--- src/rtl/vga_rect_scheduler_if.sv ---
// Host-side port of the rectangle scheduler: shadow-table writes and commit control.
interface vga_rect_scheduler_if #(
  parameter int IDX_W = 3
) ();
  logic             wr_valid;
  logic             wr_ready;
  logic [IDX_W-1:0] wr_idx;
  logic [2:0]       wr_field;
  logic [9:0]       wr_data;
  logic             commit_req;
  logic             commit_pending;

  modport master (
    output wr_valid, wr_idx, wr_field, wr_data, commit_req,
    input  wr_ready, commit_pending
  );

  modport slave (
    input  wr_valid, wr_idx, wr_field, wr_data, commit_req,
    output wr_ready, commit_pending
  );
endinterface

--- src/rtl/vga_rect_scheduler.sv ---
// Per-pixel rectangle priority scheduler with a shadow table committed to the
// active table during vertical blanking, so the display never sees torn geometry.
module vga_rect_scheduler #(
  parameter int NUM_RECTS = 8,
  parameter int IDX_W     = 3
) (
  input  logic             clk,
  input  logic             rst,
  input  logic [9:0]       pix_x,
  input  logic [9:0]       pix_y,
  input  logic             pix_valid,
  input  logic             frame_start,
  vga_rect_scheduler_if.slave host,
  output logic             out_valid,
  output logic             out_hit,
  output logic [4:0]       out_colour,
  output logic [IDX_W-1:0] out_idx
);

  typedef enum logic [1:0] {
    ST_IDLE,
    ST_PENDING,
    ST_COPY
  } state_t;

  typedef struct packed {
    logic [9:0] x0;
    logic [9:0] y0;
    logic [9:0] x1;
    logic [9:0] y1;
    logic [4:0] colour;
    logic       en;
  } rect_t;

  localparam logic [IDX_W-1:0] LAST_IDX = IDX_W'(NUM_RECTS - 1);

  state_t           state_q, state_d;
  logic [IDX_W-1:0] cnt_q, cnt_d;
  logic             rearm_q, rearm_d;
  logic             wr_fire;

  logic [NUM_RECTS-1:0]      hit_comb;
  logic [NUM_RECTS-1:0][4:0] col_comb;

  logic [NUM_RECTS-1:0]      hit_s1_q, hit_s1_d;
  logic [NUM_RECTS-1:0][4:0] col_s1_q, col_s1_d;
  logic                      valid_s1_q, valid_s1_d;

  logic             out_valid_q, out_valid_d;
  logic             out_hit_q, out_hit_d;
  logic [4:0]       out_colour_q, out_colour_d;
  logic [IDX_W-1:0] out_idx_q, out_idx_d;

  assign host.wr_ready       = (state_q != ST_COPY);
  assign host.commit_pending = (state_q != ST_IDLE);
  assign wr_fire             = host.wr_valid && (state_q != ST_COPY);

  // Commit FSM: commit_req arms, the next frame_start copies one entry per cycle.
  always_comb begin
    state_d = state_q;
    cnt_d   = cnt_q;
    rearm_d = rearm_q;
    case (state_q)
      ST_IDLE: begin
        if (host.commit_req) state_d = ST_PENDING;
      end
      ST_PENDING: begin
        if (frame_start) begin
          state_d = ST_COPY;
          cnt_d   = '0;
          rearm_d = 1'b0;
        end
      end
      ST_COPY: begin
        cnt_d = cnt_q + 1'b1;
        if (host.commit_req) rearm_d = 1'b1;
        if (cnt_q == LAST_IDX) begin
          state_d = (rearm_q || host.commit_req) ? ST_PENDING : ST_IDLE;
          cnt_d   = '0;
          rearm_d = 1'b0;
        end
      end
      default: begin
        state_d = ST_IDLE;
        cnt_d   = '0;
        rearm_d = 1'b0;
      end
    endcase
  end

  always_ff @(posedge clk) begin
    if (rst) begin
      state_q <= ST_IDLE;
      cnt_q   <= '0;
      rearm_q <= 1'b0;
    end else begin
      state_q <= state_d;
      cnt_q   <= cnt_d;
      rearm_q <= rearm_d;
    end
  end

  // Each entry owns its shadow and active copy; COPY only ever moves shadow[i] to active[i].
  for (genvar gi = 0; gi < NUM_RECTS; gi++) begin : g_rect
    rect_t sh_q, sh_d;
    rect_t act_q, act_d;
    logic  sel_wr;
    logic  sel_copy;

    assign sel_wr   = wr_fire && (host.wr_idx == IDX_W'(gi));
    assign sel_copy = (state_q == ST_COPY) && (cnt_q == IDX_W'(gi));

    always_comb begin
      sh_d = sh_q;
      if (sel_wr) begin
        case (host.wr_field)
          3'd0: sh_d.x0 = host.wr_data;
          3'd1: sh_d.y0 = host.wr_data;
          3'd2: sh_d.x1 = host.wr_data;
          3'd3: sh_d.y1 = host.wr_data;
          3'd4: begin
            sh_d.colour = host.wr_data[4:0];
            sh_d.en     = host.wr_data[5];
          end
          default: sh_d = sh_q;
        endcase
      end
    end

    always_comb begin
      act_d = act_q;
      if (sel_copy) act_d = sh_q;
    end

    always_ff @(posedge clk) begin
      if (rst) begin
        sh_q  <= '0;
        act_q <= '0;
      end else begin
        sh_q  <= sh_d;
        act_q <= act_d;
      end
    end

    assign hit_comb[gi] = act_q.en
                        && (pix_x >= act_q.x0) && (pix_x <= act_q.x1)
                        && (pix_y >= act_q.y0) && (pix_y <= act_q.y1);
    assign col_comb[gi] = act_q.colour;
  end

  // Stage 1: containment vector and colours, captured together.
  always_comb begin
    hit_s1_d   = hit_comb;
    col_s1_d   = col_comb;
    valid_s1_d = pix_valid;
  end

  // Stage 2: descending scan so the lowest set index is the last assignment and wins.
  always_comb begin
    out_hit_d    = 1'b0;
    out_idx_d    = '0;
    out_colour_d = '0;
    out_valid_d  = valid_s1_q;
    for (int i = NUM_RECTS - 1; i >= 0; i--) begin
      if (hit_s1_q[i]) begin
        out_hit_d    = 1'b1;
        out_idx_d    = IDX_W'(i);
        out_colour_d = col_s1_q[i];
      end
    end
  end

  always_ff @(posedge clk) begin
    if (rst) begin
      hit_s1_q     <= '0;
      col_s1_q     <= '0;
      valid_s1_q   <= 1'b0;
      out_valid_q  <= 1'b0;
      out_hit_q    <= 1'b0;
      out_idx_q    <= '0;
      out_colour_q <= '0;
    end else begin
      hit_s1_q     <= hit_s1_d;
      col_s1_q     <= col_s1_d;
      valid_s1_q   <= valid_s1_d;
      out_valid_q  <= out_valid_d;
      out_hit_q    <= out_hit_d;
      out_idx_q    <= out_idx_d;
      out_colour_q <= out_colour_d;
    end
  end

  assign out_valid  = out_valid_q;
  assign out_hit    = out_hit_q;
  assign out_idx    = out_idx_q;
  assign out_colour = out_colour_q;

endmodule

--- src/flat_wrapper.sv ---
// flat-port wrapper written by rule: the top's interface ports become plain ports
module vga_rect_scheduler_flat 
#(
  parameter int NUM_RECTS = 8,
  parameter int IDX_W     = 3
)
  (clk, rst, pix_x, pix_y, pix_valid, frame_start, out_valid, out_hit, out_colour, out_idx, host_wr_valid, host_wr_idx, host_wr_field, host_wr_data, host_commit_req, host_wr_ready, host_commit_pending);
  vga_rect_scheduler_if #(.IDX_W(IDX_W)) host_i ();
  input  logic clk;
  input  logic rst;
  input  logic [9:0] pix_x;
  input  logic [9:0] pix_y;
  input  logic pix_valid;
  input  logic frame_start;
  output logic out_valid;
  output logic out_hit;
  output logic [4:0] out_colour;
  output logic [IDX_W-1:0] out_idx;
  input wire logic [$bits(host_i.wr_valid)-1:0] host_wr_valid;
  input wire logic [$bits(host_i.wr_idx)-1:0] host_wr_idx;
  input wire logic [$bits(host_i.wr_field)-1:0] host_wr_field;
  input wire logic [$bits(host_i.wr_data)-1:0] host_wr_data;
  input wire logic [$bits(host_i.commit_req)-1:0] host_commit_req;
  output wire logic [$bits(host_i.wr_ready)-1:0] host_wr_ready;
  output wire logic [$bits(host_i.commit_pending)-1:0] host_commit_pending;
  assign host_i.wr_valid = host_wr_valid;
  assign host_i.wr_idx = host_wr_idx;
  assign host_i.wr_field = host_wr_field;
  assign host_i.wr_data = host_wr_data;
  assign host_i.commit_req = host_commit_req;
  assign host_wr_ready = host_i.wr_ready;
  assign host_commit_pending = host_i.commit_pending;
  vga_rect_scheduler #(.NUM_RECTS(NUM_RECTS), .IDX_W(IDX_W)) u_core (.clk(clk), .rst(rst), .pix_x(pix_x), .pix_y(pix_y), .pix_valid(pix_valid), .frame_start(frame_start), .host(host_i), .out_valid(out_valid), .out_hit(out_hit), .out_colour(out_colour), .out_idx(out_idx));
endmodule
--- config.mk ---
export PLATFORM = sky130hd
export DESIGN_NAME = vga_rect_scheduler_flat
export DESIGN_NICKNAME = d
export VERILOG_FILES = /design/src/rtl/vga_rect_scheduler_if.sv /design/src/rtl/vga_rect_scheduler.sv /design/src/flat_wrapper.sv
export SDC_FILE = /design/constraint.sdc
export NUM_CORES = 2
export LEC_CHECK = 0
export CORE_ASPECT_RATIO = 1.4
export CORE_MARGIN = 4
export CORE_UTILIZATION = 63
export DETAILED_ROUTE_END_ITERATION = 8
export MAX_ROUTING_LAYER = met4
export PLACE_DENSITY = 0.83
export SLEW_MARGIN = 20
export SYNTH_ARGS = -nofsm -noshare
export SYNTH_HDL_FRONTEND = slang
export SYNTH_SLANG_ARGS = --single-unit
export TNS_END_PERCENT = 50
--- constraint.sdc ---
create_clock -name clk -period 4.1 [get_ports clk]
set_clock_uncertainty 0.05 [all_clocks]
set_input_delay 0.41 -clock clk [delete_from_list [all_inputs] [get_ports clk]]
set_output_delay 0.41 -clock clk [all_outputs]
set_load 0.05 [all_outputs]
# After elaboration in Yosys (flattened, before gate mapping)
# Cells that the tools add are included.
op_classes:
  n_addsub: 1
  n_lt_le_gt_ge: 32
  eq_ne: 25
  mux: 35
  n_bitwise: 1
  reduce_logical: 101
op_table:
  columns: ["op", "count"]
  rows:
  - ["10-bit greater-or-equal comparator", 16]
  - ["10-bit less-or-equal comparator", 16]
  - ["2-bit AND reduction", 41]
  - ["1-bit logical AND", 49]
  - ["5-bit two-way mux", 8]
  - ["3-bit == test (second input constant)", 9]
  - ["3-bit by 2-bit == test with 1-bit output (second input constant)", 6]
  - ["3-bit two-way mux", 6]
  - ["1-bit two-way mux", 13]
  - ["2-bit two-way mux", 5]
  - ["3-bit by 1-bit == test with 1-bit output (second input constant)", 3]
  - ["3-bit zero test", 3]
  - ["3-bit case mux with 3 select lines", 1]
  - ["2-bit inequality test (second input constant)", 3]
  - ["2-bit case mux with 3 select lines", 1]
  - ["3-bit AND reduction", 2]
  - ["5-bit OR reduction", 1]
  - ["3-bit by 1-bit adder with 3-bit output (second input constant)", 1]
  - ["3-bit by 2-bit inequality test with 1-bit output (second input constant)", 1]
  - ["1-bit case mux with 3 select lines", 1]
  - ["3-bit OR reduction", 1]
  - ["2-bit by 1-bit == test with 1-bit output (second input constant)", 1]
  - ["2-bit == test (second input constant)", 1]
  - ["2-bit zero test", 1]
  - ["other kinds (5)", 5]
word_totals:
  regBits: 801
  input_bits: 42
  out_inout_bits: 12
  word_cells: 310

# Depth between registers and ports, before layout
depth:
  depth_word: 8
  mapped_depth: 10
  depth_no_buf: 8

# Least setup slack after synthesis
# OpenSTA, ideal clock, no wires.
synth_path:
  kind: "input -> register"
  startpoint: "in pix_x[0]"
  endpoint: "reg u_core.hit_s1_q[7]"
  setup_time_ns: 0.060
  arrival_ns: 1.942
  required_time_ns: 3.990
  setup_slack_ns: 2.048
  stages: 8
  path_buffers: 0
  path_cell_list: "inv_1 ha_1 nor2b_1 o211ai_1 a211oi_1 or4_1 a22oi_1 o2111a_1"
synth_via:
  elab_chain_len: 5
  word_cells_on_any_way: 6
  cone_classes: "order compare (2); reduce/logical (4)"
synth_lines:
  columns: ["element", "line", "source"]
  rows:
  - ["start: declaration", "flat_wrapper.sv:11", "input logic [9:0] pix_x;"]
  - ["10-bit greater-or-equal comparator", "vga_rect_scheduler.sv:146", "&& (pix_x >= act_q.x0) && (pix_x <= act_q.x1)"]
  - ["1-bit logical AND", "vga_rect_scheduler.sv:146", null]
  - ["1-bit logical AND *", "vga_rect_scheduler.sv:146", null]
  - ["1-bit logical AND * (2 in series)", "vga_rect_scheduler.sv:147", "&& (pix_y >= act_q.y0) && (pix_y <= act_q.y1);"]
  - ["end signal: assignment", "vga_rect_scheduler.sv:183", "hit_s1_q <= hit_s1_d;"]
  - ["end: declaration", "vga_rect_scheduler.sv:45", "logic [NUM_RECTS-1:0] hit_s1_q, hit_s1_d;"]
# Mark *: on every way between the ends. The rest lies on a longest branch, timed or not.
# A chain may end at the register's enable or synchronous reset.

# Worst setup path in the final report
layout_path:
  startpoint: "reg u_core.state_q[0]"
  endpoint: "reg u_core.g_rect[1].sh_q[13] in the netlist's numbering"
layout_via:
  elab_chain_len: 4
layout_lines:
  columns: ["element", "line", "source"]
  rows:
  - ["start: declaration", "vga_rect_scheduler.sv:37", "state_t state_q, state_d;"]
  - ["start signal: assignment", "vga_rect_scheduler.sv:97", "state_q <= state_d;"]
  - ["2-bit inequality test", "vga_rect_scheduler.sv:56", "assign wr_fire = host.wr_valid && (state_q != ST_COPY);"]
  - ["1-bit logical AND", "vga_rect_scheduler.sv:56", null]
  - ["1-bit logical AND", "vga_rect_scheduler.sv:110", "assign sel_wr = wr_fire && (host.wr_idx == IDX_W'(gi));"]
  - ["2-bit AND reduction (no source line)", null, null]
  - ["end signal: assignment", "vga_rect_scheduler.sv:137", "sh_q <= '0;"]
  - ["end signal: assignment", "vga_rect_scheduler.sv:140", "sh_q <= sh_d;"]
  - ["end: declaration", "vga_rect_scheduler.sv:105", "rect_t sh_q, sh_d;"]
# No other way between the ends.

==> metrics <==
fin. max-slew vios=0; dpl hpwl=slightly above 60 mm; gpl congestion=0.921; Syn Inst Count=around 4,300; clock power share=about 45%; Cell Count, Final, Fillers Out=~5,000; Power Internal=between 10 and 15 mW; GRT Util Overall=about a third; Worst Setup Start Kind=register; fin util=between 70% and 80%; core area=56,600 um2; DIE HEIGHT=a little under 300 um; Worst-Skew Late Latency=0.62 ns; synthesized flop and latch total=~800; sequential area share after synthesis=~45%; Worst EP arrival=3.31 ns; clock sink total=about 800; final net count=roughly 4,600; pin count of the biggest net entering global routing=between 100 and 150; post-synth top area share=around 45%; Routed Wire Length=98.8 mm; Max FO, Critical Path=12; Post-synth EDFFs=0; top cell type by total area after synthesis=dfxtp_1; layout cell share with drive strength beyond 1=under 10%; die area=slightly above 60,000 um2; Initial DRC Count=about 2,600; crit path time final=a little under 3 ns; yosys warns=0; H-Tree Depth=3; pre-CTS setup slack=0.680 ns; Die Wd=between 200 and 250 um; slew margin rel.=18.1%; grt ovf=0; initial core utilization=about 64%; CTS Buf Count=75; Lkg Pwr=between 10 and 15 nW; DR vias/cell=between 5 and 6; CP Class=reg2reg; placed cells=between 4,000 and 5,000; Worst-path clk slew=approximately 0.060 ns; via count=about 30,000; Final ANT Viol Nets=0; Worst Setup End Kind=register; Root Buffer=clkbuf_16; Comb power frac=approximately 6%; Core Rows=approximately 100; final-report hold violation count=0; initial antenna violation count=3; Peak VDD IR=about 0.00032 V; Main synth FF type=dfxtp_1; CTS tree=built; total of max-cap violations=0; pwr/cell area=between 400 and 500 nW/um2; Post-CTS Hold Fix Bufs=0; DRC violation count after routing=0; unrepaired setup endpoints after global routing=no; CP Data Required Time=4.50 ns; Synth area leaders=dfxtp_1 45%, ha_1 11%, nand2_1 9.5%, a21oi_1 8.0%, mux2i_1 7.0%; final setup fails=0; DR pass1 iterations=6; deepest clock path buffer count=3; Slew @ Worst Pin=between 1 and 1.5 ns; post-route total power=between 15 and 20 mW; Flop pwr share=~49%; area of the mapped netlist=36,000 um2; Fmax=roughly 340 MHz; WL/cell=a little under 20 um; global-route wire length before repair=~150 mm; Synth async-reset ratio=0%; Synthesized Nets=~4,700; number of I/O port buffers=53; vias in the first global route=28,977; Mean Syn Cell Area=8.40 um2; status=completed; Syn-to-layout area delta=10.1%; post-synth cell types=58; CTS-repair resized insts=0; Ports=54; switching part of the total=23.4%; worst setup margin=approximately 1.2 ns; number of post-CTS setup repair buffers=0; HP Class=in2reg; Net Sw Power=3.75 mW; Final period util=a little under three quarters
-- registers in the layout, summed over array words and instances (netlist names) --
| register | flops |
|---|---|
| u_core.g_rect.sh_q | 368 |
| u_core.out_valid_d | 1 |
| u_core.out_colour | 5 |
| u_core.out_idx | 3 |
| u_core.rearm_q | 1 |
| u_core.col_comb | 40 |
| u_core.out_hit | 1 |
| u_core.out_valid | 1 |
| u_core.cnt_q | 3 |
| u_core.hit_s1_q | 8 |
| u_core.col_s1_q | 40 |
| u_core.g_rect.act_q | 328 |
| u_core.state_q | 2 |
-- metal layers --
| metal | global-route usage [%] | vias up | wire length [um] |
|---|---|---|---|
| li1 | - | 14195 | - |
| met1 | 37.5 | 14203 | 38200 |
| met2 | 53.2 | 1217 | 47200 |
| met3 | 4.46 | 360 | 7320 |
| met4 | 17.8 | 0 | 6090 |
| met5 | - | - | 0 |
-- final timing paths --
kind | slack [ns] | start | end | cells past startpoint
min | 0.13 | host_wr_data[9] | u_core.g_rect[0].sh_q[45] | 3
min reg2reg | 0.39 | u_core.out_valid_d | u_core.out_valid | 1
max | 1.19 | u_core.state_q[0] | u_core.g_rect[1].sh_q[13] | 8
max reg2reg | 1.19 | u_core.state_q[0] | u_core.g_rect[1].sh_q[13] | 8
-- layout by cell type, fill, tap and decap left out, types with 73 or more instances in the layout --
cell type  count
dfxtp_1      801
nor2_1       301
ha_1         326
buf_4         73
nand3_1      139
clkbuf_16     77
nand2_1      915
mux2i_1      251
a21oi_1      574
inv_1        323
-- final cells by class --
| type | count | area, um2 |
|---|---|---|
| multi-input combinational | 2923 | 17900 |
| fill | 4278 | 16900 |
| sequential | 801 | 16000 |
| clock buffer | 100 | 2170 |
| inverter | 325 | 1220 |
| timing repair buffer | 129 | 1090 |
| tap | 735 | 920 |
| clock inverter | 32 | 369 |
| antenna | 3 | 7.51 |
-- kinds of logic (layout without fill, tap and decap cells) --
logic type / after synthesis / count (layout) / share of synthesized area [%]
buffers and inverters: 565 / 586 / 6.04
multiplexers: 251 / 251 / 6.98
flip-flops: 801 / 801 / 44.5
other: 0 / 3 / 0
AND/OR/NAND/NOR: 1564 / 1564 / 19.0
AO/OA/AOI/OAI: 782 / 782 / 12.1
adder cells (fa/ha/maj): 326 / 326 / 11.3
-- power by group through the flow --
stage                     clock network, mW  logic (mW)  registers [mW]
final                                  7.23       0.973            7.81
after floorplan                           0       0.544            7.98
after global routing                   7.58        1.05            7.80
after CTS                              7.27       0.954            7.81
after global placement                    0       0.915            7.98
after detailed placement                  0       0.942            7.98
-- cell usage after synthesis (16+ instances only) --
cell,n
nor3_1,20
ha_1,326
mux2i_1,251
a21oi_1,574
nand3_1,141
nor2_8,16
nand4_1,34
inv_1,323
a21o_1,36
nand2_1,915
nand2b_1,16
nor2b_1,66
nor2_1,303
dfxtp_1,801
buf_2,22
o21ai_0,47
clkbuf_1,197
a211oi_1,25
-- critical path, cell delays in order (launching register included) --
cell and delay (ns):
dfxtp_1 0.47, nor2_4 0.11, inv_2 0.15, nand3b_1 0.35, nor3b_4 0.41, buf_4 0.26
and2_1 0.56, mux2i_1 0.28, nor2_1 0.08
-- through the flow --
stage | instance area (um2) | TNS (ns) | hold WS (ns)
floorplan | 36000 | 0 | 0.364
global placement | 37100 | -0.0536 | 0.370
detailed placement | 37100 | 0 | 0.384
CTS | 39700 | 0 | 0.111
global route | 39700 | 0 | 0.158
finish | 39700 | 0 | 0.125
No activity file was read; power rests on OpenSTA's default activity.
